### config.mk
export PLATFORM = sky130hd
export DESIGN_NAME = spi_arbiter
export DESIGN_NICKNAME = d
export VERILOG_FILES = /design/src/rtl/spi_arbiter_pkg.sv /design/src/rtl/spi_arbiter_rr_arbiter.sv /design/src/rtl/spi_arbiter.sv
export SDC_FILE = /design/constraint.sdc
export NUM_CORES = 1
export LEC_CHECK = 0
export CAP_MARGIN = 5
export CORE_ASPECT_RATIO = 1.75
export CORE_MARGIN = 4
export CORE_UTILIZATION = 32
export DETAILED_ROUTE_END_ITERATION = 16
export GPL_ROUTABILITY_DRIVEN = 0
export PLACE_DENSITY = 0.85
export SETUP_SLACK_MARGIN = 0.3
export SLEW_MARGIN = 20
export SYNTH_ARGS = -nofsm -noshare
export SYNTH_HDL_FRONTEND = slang
export SYNTH_SLANG_ARGS = --single-unit
### constraint.sdc
create_clock -name clk -period 3.9 [get_ports clk]
set_clock_uncertainty 0.05 [all_clocks]
set_input_delay 0.585 -clock clk [delete_from_list [all_inputs] [get_ports clk]]
set_output_delay 0.585 -clock clk [all_outputs]
set_load 0.005 [all_outputs]
### src/rtl/spi_arbiter_pkg.sv
// Shared types and defaults for the SPI command-port arbiter.
// State encodings, data-width defaults and the timeout counter width helper.
package spi_arbiter_pkg;

  typedef enum logic [1:0] {
    ST_IDLE = 2'd0,
    ST_BUSY = 2'd1,
    ST_HOLD = 2'd2
  } state_e;

  localparam int DW_TX_DEF = 12;
  localparam int DW_RX_DEF = 10;

  function automatic int cnt_width(input int timeout);
    return $clog2(timeout + 1);
  endfunction

endpackage

### src/rtl/spi_arbiter_rr_arbiter.sv
// Round-robin pick: first requester at or after the pointer wins.
// Purely combinational, one-hot winner plus its encoded index.
module rr_arbiter #(
  parameter int NREQ = 2,
  parameter int IW   = 1
) (
  input  logic [NREQ-1:0] req,
  input  logic [IW-1:0]   ptr,
  output logic [NREQ-1:0] gnt,
  output logic [IW-1:0]   idx
);

  logic found;

  always_comb begin
    gnt   = '0;
    idx   = '0;
    found = 1'b0;
    for (int k = 0; k < NREQ; k++) begin
      if (!found && req[(int'(ptr) + k) % NREQ]) begin
        gnt[(int'(ptr) + k) % NREQ] = 1'b1;
        idx   = IW'((int'(ptr) + k) % NREQ);
        found = 1'b1;
      end
    end
  end

endmodule

### src/rtl/spi_arbiter.sv
// Shares one spi_if command port among NREQ requesters: round-robin grant, held until ack, kept while lock.
// Optional BUSY watchdog under `SPI_ARB_TIMEOUT_EN; request-to-strobe latency is one cycle.
module spi_arbiter
  import spi_arbiter_pkg::*;
#(
  parameter int NREQ    = 2,
  parameter int DW_TX   = DW_TX_DEF,
  parameter int DW_RX   = DW_RX_DEF,
  parameter int TIMEOUT = 1023
) (
  input  logic                  clk,
  input  logic                  rst,
  input  logic [NREQ-1:0]       req_wr,
  input  logic [NREQ-1:0]       req_rd,
  input  logic [NREQ-1:0]       req_cmd,
  input  logic [NREQ-1:0]       req_lock,
  input  logic [NREQ*DW_TX-1:0] req_dout,
  output logic [DW_RX-1:0]      req_din,
  output logic [NREQ-1:0]       req_ack,
  output logic [DW_TX-1:0]      spi_dout,
  output logic                  spi_cmd,
  output logic                  spi_wr,
  output logic                  spi_rd,
  input  logic [DW_RX-1:0]      spi_din,
  input  logic                  spi_ack,
  output logic [NREQ-1:0]       grant,
  output logic                  busy,
  output logic                  timeout
);

  localparam int IW = (NREQ > 1) ? $clog2(NREQ) : 1;

  state_e          state_q, state_d;
  logic [NREQ-1:0] grant_q, grant_d;
  logic [IW-1:0]   gidx_q, gidx_d;
  logic [IW-1:0]   ptr_q, ptr_d;
  logic [NREQ-1:0] req_any;
  logic [NREQ-1:0] arb_gnt;
  logic [IW-1:0]   arb_idx;
  logic            tmo;

  assign req_any = req_wr | req_rd;

  rr_arbiter #(.NREQ(NREQ), .IW(IW)) u_rr (
    .req (req_any),
    .ptr (ptr_q),
    .gnt (arb_gnt),
    .idx (arb_idx)
  );

`ifdef SPI_ARB_TIMEOUT_EN
  localparam int CW = cnt_width(TIMEOUT);
  logic [CW-1:0] cnt_q, cnt_d;

  // Counts cycles spent in BUSY; any other state leaves it at zero for the next entry.
  always_comb cnt_d = (state_q == ST_BUSY) ? cnt_q + 1'b1 : '0;

  always_ff @(posedge clk or posedge rst) begin
    if (rst) cnt_q <= '0;
    else     cnt_q <= cnt_d;
  end

  assign tmo = (state_q == ST_BUSY) && (cnt_q == CW'(TIMEOUT)) && !spi_ack;
`else
  // Never true: the watchdog is compiled out in this build.
  assign tmo = (TIMEOUT < 0);
`endif

  always_ff @(posedge clk or posedge rst) begin
    if (rst) begin
      state_q <= ST_IDLE;
      grant_q <= '0;
      gidx_q  <= '0;
      ptr_q   <= '0;
    end else begin
      state_q <= state_d;
      grant_q <= grant_d;
      gidx_q  <= gidx_d;
      ptr_q   <= ptr_d;
    end
  end

  always_comb begin
    state_d = state_q;
    grant_d = grant_q;
    gidx_d  = gidx_q;
    ptr_d   = ptr_q;
    case (state_q)
      ST_IDLE: begin
        if (|req_any) begin
          state_d = ST_BUSY;
          grant_d = arb_gnt;
          gidx_d  = arb_idx;
          ptr_d   = (arb_idx == IW'(NREQ - 1)) ? '0 : arb_idx + 1'b1;
        end
      end
      ST_BUSY: begin
        if (spi_ack) begin
          if (req_lock[gidx_q]) begin
            state_d = ST_HOLD;
          end else begin
            state_d = ST_IDLE;
            grant_d = '0;
          end
        end else if (tmo) begin
          state_d = ST_IDLE;
          grant_d = '0;
        end
      end
      ST_HOLD: begin
        if (!req_lock[gidx_q]) begin
          state_d = ST_IDLE;
          grant_d = '0;
        end else if (req_any[gidx_q]) begin
          state_d = ST_BUSY;
        end
      end
      default: begin
        state_d = ST_IDLE;
        grant_d = '0;
      end
    endcase
  end

  // Owner's strobes pass straight through while BUSY, so a dropped strobe is forwarded as 0.
  always_comb begin
    spi_wr   = 1'b0;
    spi_rd   = 1'b0;
    spi_cmd  = 1'b0;
    spi_dout = '0;
    req_ack  = '0;
    req_din  = spi_din;
    if (state_q == ST_BUSY) begin
      spi_wr           = req_wr[gidx_q];
      spi_rd           = req_rd[gidx_q] & ~req_wr[gidx_q];
      spi_cmd          = req_cmd[gidx_q];
      spi_dout         = req_dout[gidx_q*DW_TX +: DW_TX];
      req_ack[gidx_q]  = spi_ack | tmo;
    end
    if (tmo) req_din = '0;
  end

  assign grant   = grant_q;
  assign busy    = (state_q != ST_IDLE);
  assign timeout = tmo;

endmodule

After elaboration in Yosys (flattened, before gate mapping)
Cells that the tools add are included.
{"block": "op_classes", "add_sub_neg": 2, "n_mul": 1, "magnitude_cmp": 6, "eq_ne": 5, "shift": 1, "muxes": 42, "bitwise_logic": 6, "reduce_logical": 11}
{"operator": "1-bit 2-to-1 mux", "n": 25}
{"operator": "24-bit by 6-bit variable part select with 12-bit output", "n": 1}
{"operator": "2-bit 2-to-1 mux", "n": 11}
{"operator": "12-bit 2-to-1 mux", "n": 1}
{"operator": "2-bit one-hot mux with 3 select lines", "n": 2}
{"operator": "1-bit logical AND", "n": 4}
{"operator": "1-bit by 2-bit less-than comparator with 1-bit output (second input constant)", "n": 2}
{"operator": "2-bit != test (second input constant)", "n": 2}
{"operator": "2-bit bitwise OR", "n": 2}
{"operator": "2-bit AND reduction", "n": 2}
{"operator": "1-bit demux with 1-bit select", "n": 3}
{"operator": "2-bit by 3-bit less-than comparator with 1-bit output (second input constant)", "n": 1}
{"operator": "1-bit by 2-bit multiplier with 3-bit output (second input constant)", "n": 1}
{"operator": "3-bit != test (second input constant)", "n": 1}
{"operator": "3-bit AND reduction", "n": 1}
{"operator": "1-bit adder (second input constant)", "n": 2}
{"operator": "2-bit bitwise AND", "n": 1}
{"operator": "2-bit by 1-bit equality test with 1-bit output (second input constant)", "n": 1}
{"operator": "2-bit equality test (second input constant)", "n": 1}
{"operator": "1-bit greater-or-equal comparator (second input constant)", "n": 2}
{"operator": "2-bit by 1-bit greater-or-equal comparator with 1-bit output (second input constant)", "n": 1}
{"operator": "2-bit zero test", "n": 1}
{"operator": "2-bit nonzero test", "n": 1}
{"operator": "2-bit OR reduction", "n": 1}
{"operator": "other kinds (4)", "n": 4}
{"block": "word_totals", "reg_bits": 6}

Depth between registers and ports, before layout
Gate-level depths: netlist of run 1.
{"block": "logic_depth", "word_depth": 10, "mapped_depth": 6}

Cells and area by module
A second synthesis of run 1 with hierarchy kept.
{"block": "hier_totals", "hier_cells": 92, "hier_area_um2": 783.3}
{"mod": "spi_arbiter", "instances": 1, "cells_per_inst": 88, "area_each_um2": 753.2}
{"mod": "rr_arbiter", "instances": 1, "cells_per_inst": 4, "area_each_um2": 30.0}

Worst setup path after synthesis of run 1
Ideal clock, no wire load.
{"block": "synth_timing", "path_type": "register to output", "from": "register gidx_q", "to": "output port spi_rd", "arrival_time_ns": 1.156, "required_time_ns": 3.265, "setup_slack_ns": 2.109, "stages_incl_launch_ff": 5, "path_buffers": 2, "path_cell_list": "dfrtp_1 -> buf_4 -> buf_4 -> o32ai_1 -> and2_1"}
{"block": "synth_between", "elab_chain_cells": 5}
{"item": "from (decl)", "line": "spi_arbiter.sv:35", "text": "logic [IW-1:0] gidx_q, gidx_d;"}
{"item": "from (signal assigned)", "line": "spi_arbiter.sv:78", "text": "gidx_q <= gidx_d;"}
{"item": "1-bit 2-to-1 mux (not written as such) (2 in series)", "line": "spi_arbiter.sv:135", "text": "spi_rd = req_rd[gidx_q] & ~req_wr[gidx_q];"}
{"item": "1-bit NOT", "line": "spi_arbiter.sv:135"}
{"item": "1-bit bitwise AND (*)", "line": "spi_arbiter.sv:135"}
{"item": "1-bit 2-to-1 mux (*)", "line": "spi_arbiter.sv:133", "text": "if (state_q == ST_BUSY) begin"}
{"item": "to (decl)", "line": "spi_arbiter.sv:23", "text": "output logic spi_rd,"}
Every way passes the cells marked *; elsewhere a longest branch is shown, timed or not. The select of a mux whose other input is x is not followed.

Final worst setup path of run 1
{"block": "layout_timing", "from": "input port req_rd[0]", "to": "output port spi_rd"}
{"block": "layout_between", "elab_chain_cells": 4}
{"item": "from (decl)", "line": "spi_arbiter.sv:14", "text": "input logic [NREQ-1:0] req_rd,"}
{"item": "1-bit 2-to-1 mux (not written as such) (2 in series)", "line": "spi_arbiter.sv:135"}
{"item": "1-bit bitwise AND", "line": "spi_arbiter.sv:135"}
{"item": "1-bit 2-to-1 mux", "line": "spi_arbiter.sv:133"}
Every way passes these cells. The select of a mux whose other input is x is not followed.

==> flow_summary.ini, run 1 <==
[outcome]
outcome = completed

[routing]
vias_per_cell = 4.786
wl_um = 2308
drcViolationCount = 0
number_of_drc_violations_after_detailed_routing_iteration_0 = 12
routedWlPerCell_um = 14.52
via_count = 761
drt_pre_antenna_iters = 3
antenna_left = 0

[grt]
antenna_violations_before_repair = 0
grt.met1_usage_pct = 12.04
number_of_global_route_vias_before_repair = 807
global_route_track_usage_on_met3_pct = 2.179
globalRouteMet2Util_pct = 26.59
grt_first_pass_wirelength_um = 3463
grt_max_degree = 23
globalRoute.busiestLayer = met2
globalRoute.totalOverflow = 0
groute.usage.overall_pct = 13.63

[layout]
area_growth_syn_to_layout_pct = 64.21
final_common_cell = clkdlybuf4s50_1
nFillCells = 217
final_layout_size_suffix_gt1_share_pct = 7.463
insertedDiodeCount = 0
final_net_count = 185
mostFrequentLayoutCells = 54 x clkdlybuf4s50_1, 15 x nor2b_1, 15 x mux2i_1, 6 x inv_1, 6 x dfrtp_1

[timing]
achievable-frequency_mhz = 361.4
holdWs_ns = 0.4832
finalSetupViolations = 0
grt_setup_unrepaired = no
finalMaxSlewViolations = 0
fin_crit_sh_pct = 70.95
worst_pin_slew_ns = 0.9740
final_sum_of_negative_setup_slack_ns = 0
hold_viol_final = 0
timing.max_slew.rel_slack_pct = 35.07
timing.final.crit_period_ns = 2.767

[critical_path]
buf_inv_stages_crit_path = 3
cells_along_the_critical_path = clkdlybuf4s50_1 -> inv_1 -> o32ai_1 -> and2_1 -> clkdlybuf4s50_1
critical_path.most_common_cell = clkdlybuf4s50_1
reg2reg_from = gidx_q$_DFFE_PP0P_
crit_required_ns = 3.26
data_arrival_at_the_endpoint_of_the_critical_path_ns = 2.13
worstSetupEndpoint = spi_rd
ff2ff_path_depth = 4
worst_setup_startpoint = req_rd[0]
slowest_stage_delay_cp_ns = 0.59
setup.worst_path.end_class = output port
critPathSlowestCell = clkdlybuf4s50_1
timing.critical_path.max_delay_family = buffers and inverters
critPathMaxFanout = 5
crit_type = input port to output port
worstReg2RegEnd = state_q[0]$_DFFE_PP0P_
cp.depth = 5
setup.worst_path.start_class = input port
worst_case_register_to_register_setup_slack_ns = 1.79

[run]
number_of_max_cap_violations = 0

[power]
total_leakage_power_uw = 0.0005588
share_seq_of_total_power_pct = 20.3
irDropWorstVdd_v = 0.0004269
power_frac_comb_pct = 67.0
power_frac_clock_pct = 12.7
switching_share_pct = 36.21
power.density_cell_area_nw_per_um2 = 566.9
p_switching_uw = 268.7
power_report.internal_total_uw = 473.2

[synthesis]
postSynthNetCount = 140
yosysUniqueCellTypes = 25
synth-seq-area-share_pct = 18.84
synthesis.area_per_instance_sq_um = 8.758
synthDominantAreaCellType = dfrtp_1
synth_cells = 91
synth_seq_cells = 6
synthesis.yosys.warnings = 0
netlist.area_leader.share_pct = 18.84
syn-cell-area_sq_um = 797.0
netlist_top_cells_area = dfrtp_1 19%, mux2i_1 19%, buf_4 12%

[placed_design]
dpl.hpwl_um = 1960
port-buffer-count = 54

[floorplan]
fp.dieArea_sq_um = 3385
dieWidth_um = 45.73
start_util_pct = 34.19
die_height_um = 74.02
floorplan.core_area_sq_um = 2331
io-pin-count = 76
fp-row-count = 23

[clocking]
max-clock-path-buffers = 2
clock_tree.htree_level_count = 1
clkTransAtPathRegs_ns = 0.03
cts_hold_buf = 0
cts_setup_buffers = 0
cts_buffers = 3
post_cts.resized_instances = 0
insertion_delay_ns = 0.23
tritoncts_num_sinks = 6
tritoncts = built
cts.root.buffer_cell = clkbuf_8

[hold_path]
worst_hold_path_type = flop to flop
-- worst register-to-register path: cells and delay by family, from the launching register on --
family	cells	cell delay (ns)
AO/OA/AOI/OAI	1	0.19
flip-flops	1	0.97
multiplexers	2	0.68
AND/OR/NAND/NOR	1	0.10
-- metal layers --
layer | wire length (um) | share of wire, %
met5 | 0 | 0
met4 | 76 | 3.3
met3 | 176 | 7.6
met2 | 1322 | 57
met1 | 734 | 32
-- stage by stage --
step           utilization [%]  worst slack [ns]  area, sq um  power, uW  cells
5_1_grt                  56.15            0.9840         1309      803.1    159
4_1_cts                  56.15             1.127         1309      754.8    159
3_5_place_dp             54.37             1.120         1267      654.9    156
6_report                 56.15             1.133         1309      741.9    159
3_3_place_gp             54.37             1.143         1267      635.9    156
2_1_floorplan                -             2.109        797.0      428.6     91
-- flip-flops by register name (all words and copies together), names as in the netlist --
name	flops
grant	2
ptr_q	1
gidx_q	1
state_q	2
-- Yosys cell counts --
library cell / count
a21boi_4: 1
a21o_1: 1
a21oi_1: 3
a21oi_2: 1
and2_1: 1
and3_1: 1
buf_4: 13
clkbuf_1: 1
conb_1: 1
dfrtp_1: 6
ha_1: 4
inv_1: 6
mux2_1: 1
mux2_4: 3
mux2i_1: 15
nand2_1: 4
nand2b_1: 1
nand3b_1: 1
nor2_1: 5
nor2b_1: 15
nor3_1: 1
nor4_4: 1
o21ai_0: 3
o21ai_2: 1
o32ai_1: 1
-- worst min-delay path by stage --
stage	startpoint	endpoint	slack, ns	cells past startpoint
final	grant[1]$_DFFE_PP0P_	grant[1]$_DFFE_PP0P_	0.48	1
after global routing	grant[1]$_DFFE_PP0P_	grant[1]$_DFFE_PP0P_	0.50	1
after CTS	grant[1]$_DFFE_PP0P_	grant[1]$_DFFE_PP0P_	0.48	1
after detailed placement	grant[1]$_DFFE_PP0P_	grant[1]$_DFFE_PP0P_	0.46	1
after global placement	grant[0]$_DFFE_PP0P_	grant[0]$_DFFE_PP0P_	0.45	1
after floorplan	rst	gidx_q$_DFFE_PP0P_	0.33	1
-- power groups by stage --
stage	Sequential, uW	Clock [uW]	Combinational, uW
finish	151	94.2	497
global route	158	100	545
CTS	151	98.3	506
detailed placement	151	0	503
global placement	149	0	487
floorplan	110	0	319
-- logic make-up after synthesis --
| group | after synthesis | share of synthesized area (%) |
|---|---|---|
| adder cells (fa/ha/maj) | 4 | 6.280 |
| flip-flops | 6 | 18.84 |
| multiplexers | 19 | 25.90 |
| other | 1 | 0.4705 |
| AND/OR/NAND/NOR | 30 | 22.61 |
| buffers and inverters | 20 | 15.54 |
| AO/OA/AOI/OAI | 11 | 10.36 |
-- cell type report --
type	instances	area, sq um	area share (%)
tap	25	31.28	2.390
inverter	6	22.52	1.721
clock buffer	3	41.29	3.155
multi-input combinational	65	523.0	39.96
sequential	6	150.1	11.47
timing repair buffer	54	540.5	41.30
(Power assumes the default switching activity.)
==> run 2: changes to the inputs <==
--- a/config.mk
+++ b/config.mk
@@ -8,10 +8,10 @@
 export CAP_MARGIN = 5
 export CORE_ASPECT_RATIO = 1.75
 export CORE_MARGIN = 4
-export CORE_UTILIZATION = 32
+export CORE_UTILIZATION = 30
 export DETAILED_ROUTE_END_ITERATION = 16
 export GPL_ROUTABILITY_DRIVEN = 0
-export PLACE_DENSITY = 0.85
+export PLACE_DENSITY = 0.8
 export SETUP_SLACK_MARGIN = 0.3
 export SLEW_MARGIN = 20
 export SYNTH_ARGS = -nofsm -noshare
==> constraint.sdc (replaced) <==
create_clock -name clk -period 2.9 [get_ports clk]
set_clock_uncertainty 0.05 [all_clocks]
set_input_delay 0.435 -clock clk [delete_from_list [all_inputs] [get_ports clk]]
set_output_delay 0.435 -clock clk [all_outputs]
set_load 0.005 [all_outputs]
==> flow_summary.ini, run 2 (synthesized netlist as in run 1, its figures left out) <==
[floorplan]
die_height_um = 76.19
fp-row-count = 24
fp.dieArea_sq_um = 3578
floorplan.core_area_sq_um = 2522
io-pin-count = 76
start_util_pct = 31.60
dieWidth_um = 46.97

[hold_path]
worst_hold_path_type = input port to async pin

[placed_design]
dpl.hpwl_um = 1961
dpl.cell_count = 158
pre_cts_slack_ns = 0.4384
port-buffer-count = 54

[critical_path]
worstSetupEndpoint = spi_rd
critical_path.most_common_cell = clkdlybuf4s50_1
crit_type = input port to output port
buf_inv_stages_crit_path = 3
worstReg2RegEnd = grant[1]$_DFFE_PP0P_
reg2reg_from = state_q[1]$_DFFE_PP0P_
setup.worst_path.start_class = input port
crit_required_ns = 2.41
worst_case_register_to_register_setup_slack_ns = 1.16
data_arrival_at_the_endpoint_of_the_critical_path_ns = 1.98
ff2ff_path_depth = 6
critPathSlowestCell = clkdlybuf4s50_1
critPathMaxFanout = 5
cells_along_the_critical_path = clkdlybuf4s50_1 -> inv_1 -> o32ai_1 -> and2_1 -> clkdlybuf4s50_1
timing.critical_path.max_delay_family = buffers and inverters
cp.depth = 5
slowest_stage_delay_cp_ns = 0.59
worst_setup_startpoint = req_rd[0]
setup.worst_path.end_class = output port

[grt]
number_of_global_route_vias_before_repair = 752
grt_first_pass_wirelength_um = 3401
antenna_violations_before_repair = 0
groute.usage.overall_pct = 12.66
globalRoute.totalOverflow = 0
grt_max_degree = 20

[timing]
grt_setup_unrepaired = no
worst_slack_setup_final_ns = 0.4305
finalMaxSlewViolations = 0
timing.final.crit_period_ns = 2.470
fin_crit_sh_pct = 85.16
hold_viol_final = 0
finalSetupViolations = 0
achievable-frequency_mhz = 404.9
holdWs_ns = 0.3724
final_sum_of_negative_setup_slack_ns = 0

[layout]
area_growth_syn_to_layout_pct = 65.78
insertedDiodeCount = 0
final_net_count = 186
non_filler_instances = 161
mostFrequentLayoutCells = 54 x clkdlybuf4s50_1, 15 x nor2b_1, 15 x mux2i_1, 6 x inv_1
nFillCells = 244
final_layout_size_suffix_gt1_share_pct = 9.630
final_common_cell = clkdlybuf4s50_1

[clocking]
tritoncts = built
cts_buffers = 3
cts.root.buffer_cell = clkbuf_8
clkTransAtPathRegs_ns = 0.03
clock_tree.htree_level_count = 1
max-clock-path-buffers = 2
tritoncts_num_sinks = 6
insertion_delay_ns = 0.22

[routing]
antenna_left = 0
drt_pre_antenna_iters = 2
routedWlPerCell_um = 14.41
drcViolationCount = 0
wl_um = 2320
via_count = 768
vias_per_cell = 4.770
number_of_drc_violations_after_detailed_routing_iteration_0 = 3

[outcome]
outcome = completed

[power]
total_leakage_power_uw = 0.0005614
power.density_cell_area_nw_per_um2 = 757.2
irDropWorstVdd_v = 0.0003696

[run]
number_of_max_cap_violations = 0
-- run 2: worst min-delay path by stage --
stage                                     from                endpoint  slack (ns)  depth (start not counted)
after floorplan                            rst      gidx_q$_DFFE_PP0P_        0.18                          1
after global placement    grant[0]$_DFFE_PP0P_    grant[0]$_DFFE_PP0P_        0.45                          1
after detailed placement  grant[1]$_DFFE_PP0P_    grant[1]$_DFFE_PP0P_        0.45                          1
after CTS                                  rst  state_q[1]$_DFFE_PP0P_        0.37                          2
after global routing                       rst  state_q[1]$_DFFE_PP0P_        0.39                          2
final                                      rst    grant[0]$_DFFE_PP0P_        0.37                          2
-- run 2: timing repair --
action	in CTS	in global routing
resized for setup	0	2
setup endpoints to repair	0	3
buffers inserted	0	0
hold buffers	0	0
-- run 2: layout make-up --
type                    instances  area [sq um]  share of cell area (%)
clock buffers                   3         41.29                   3.125
inverters                       6         22.52                   1.705
multi-input cells              65         525.5                   39.77
flip-flops and latches          6         151.4                   11.46
well taps                      26         32.53                   2.462
repair buffers                 55         548.0                   41.48
-- run 2: metal layers --
metal	track usage [%]	share of wire [%]
met2	23.43	56
met4	5.817	2.2
met1	10.95	29
met5	0	0
met3	4.255	13
-- run 2: metrics by stage --
step | total power (uW) | utilization, % | instance area [sq um]
global placement | 863.1 | 50.60 | 1276
CTS | 1008 | 52.23 | 1318
detailed placement | 878.1 | 50.60 | 1276
floorplan | 576.4 | - | 797.0
global route | 1085 | 52.38 | 1321
finish | 1000 | 52.38 | 1321
-- run 2: power by group --
group / switching (uW) / leakage [uW] / internal, uW
clock: 34.5 / 0.0000216 / 89.0
combinational: 257 / 0.000465 / 433
sequential: 64.6 / 0.0000745 / 122
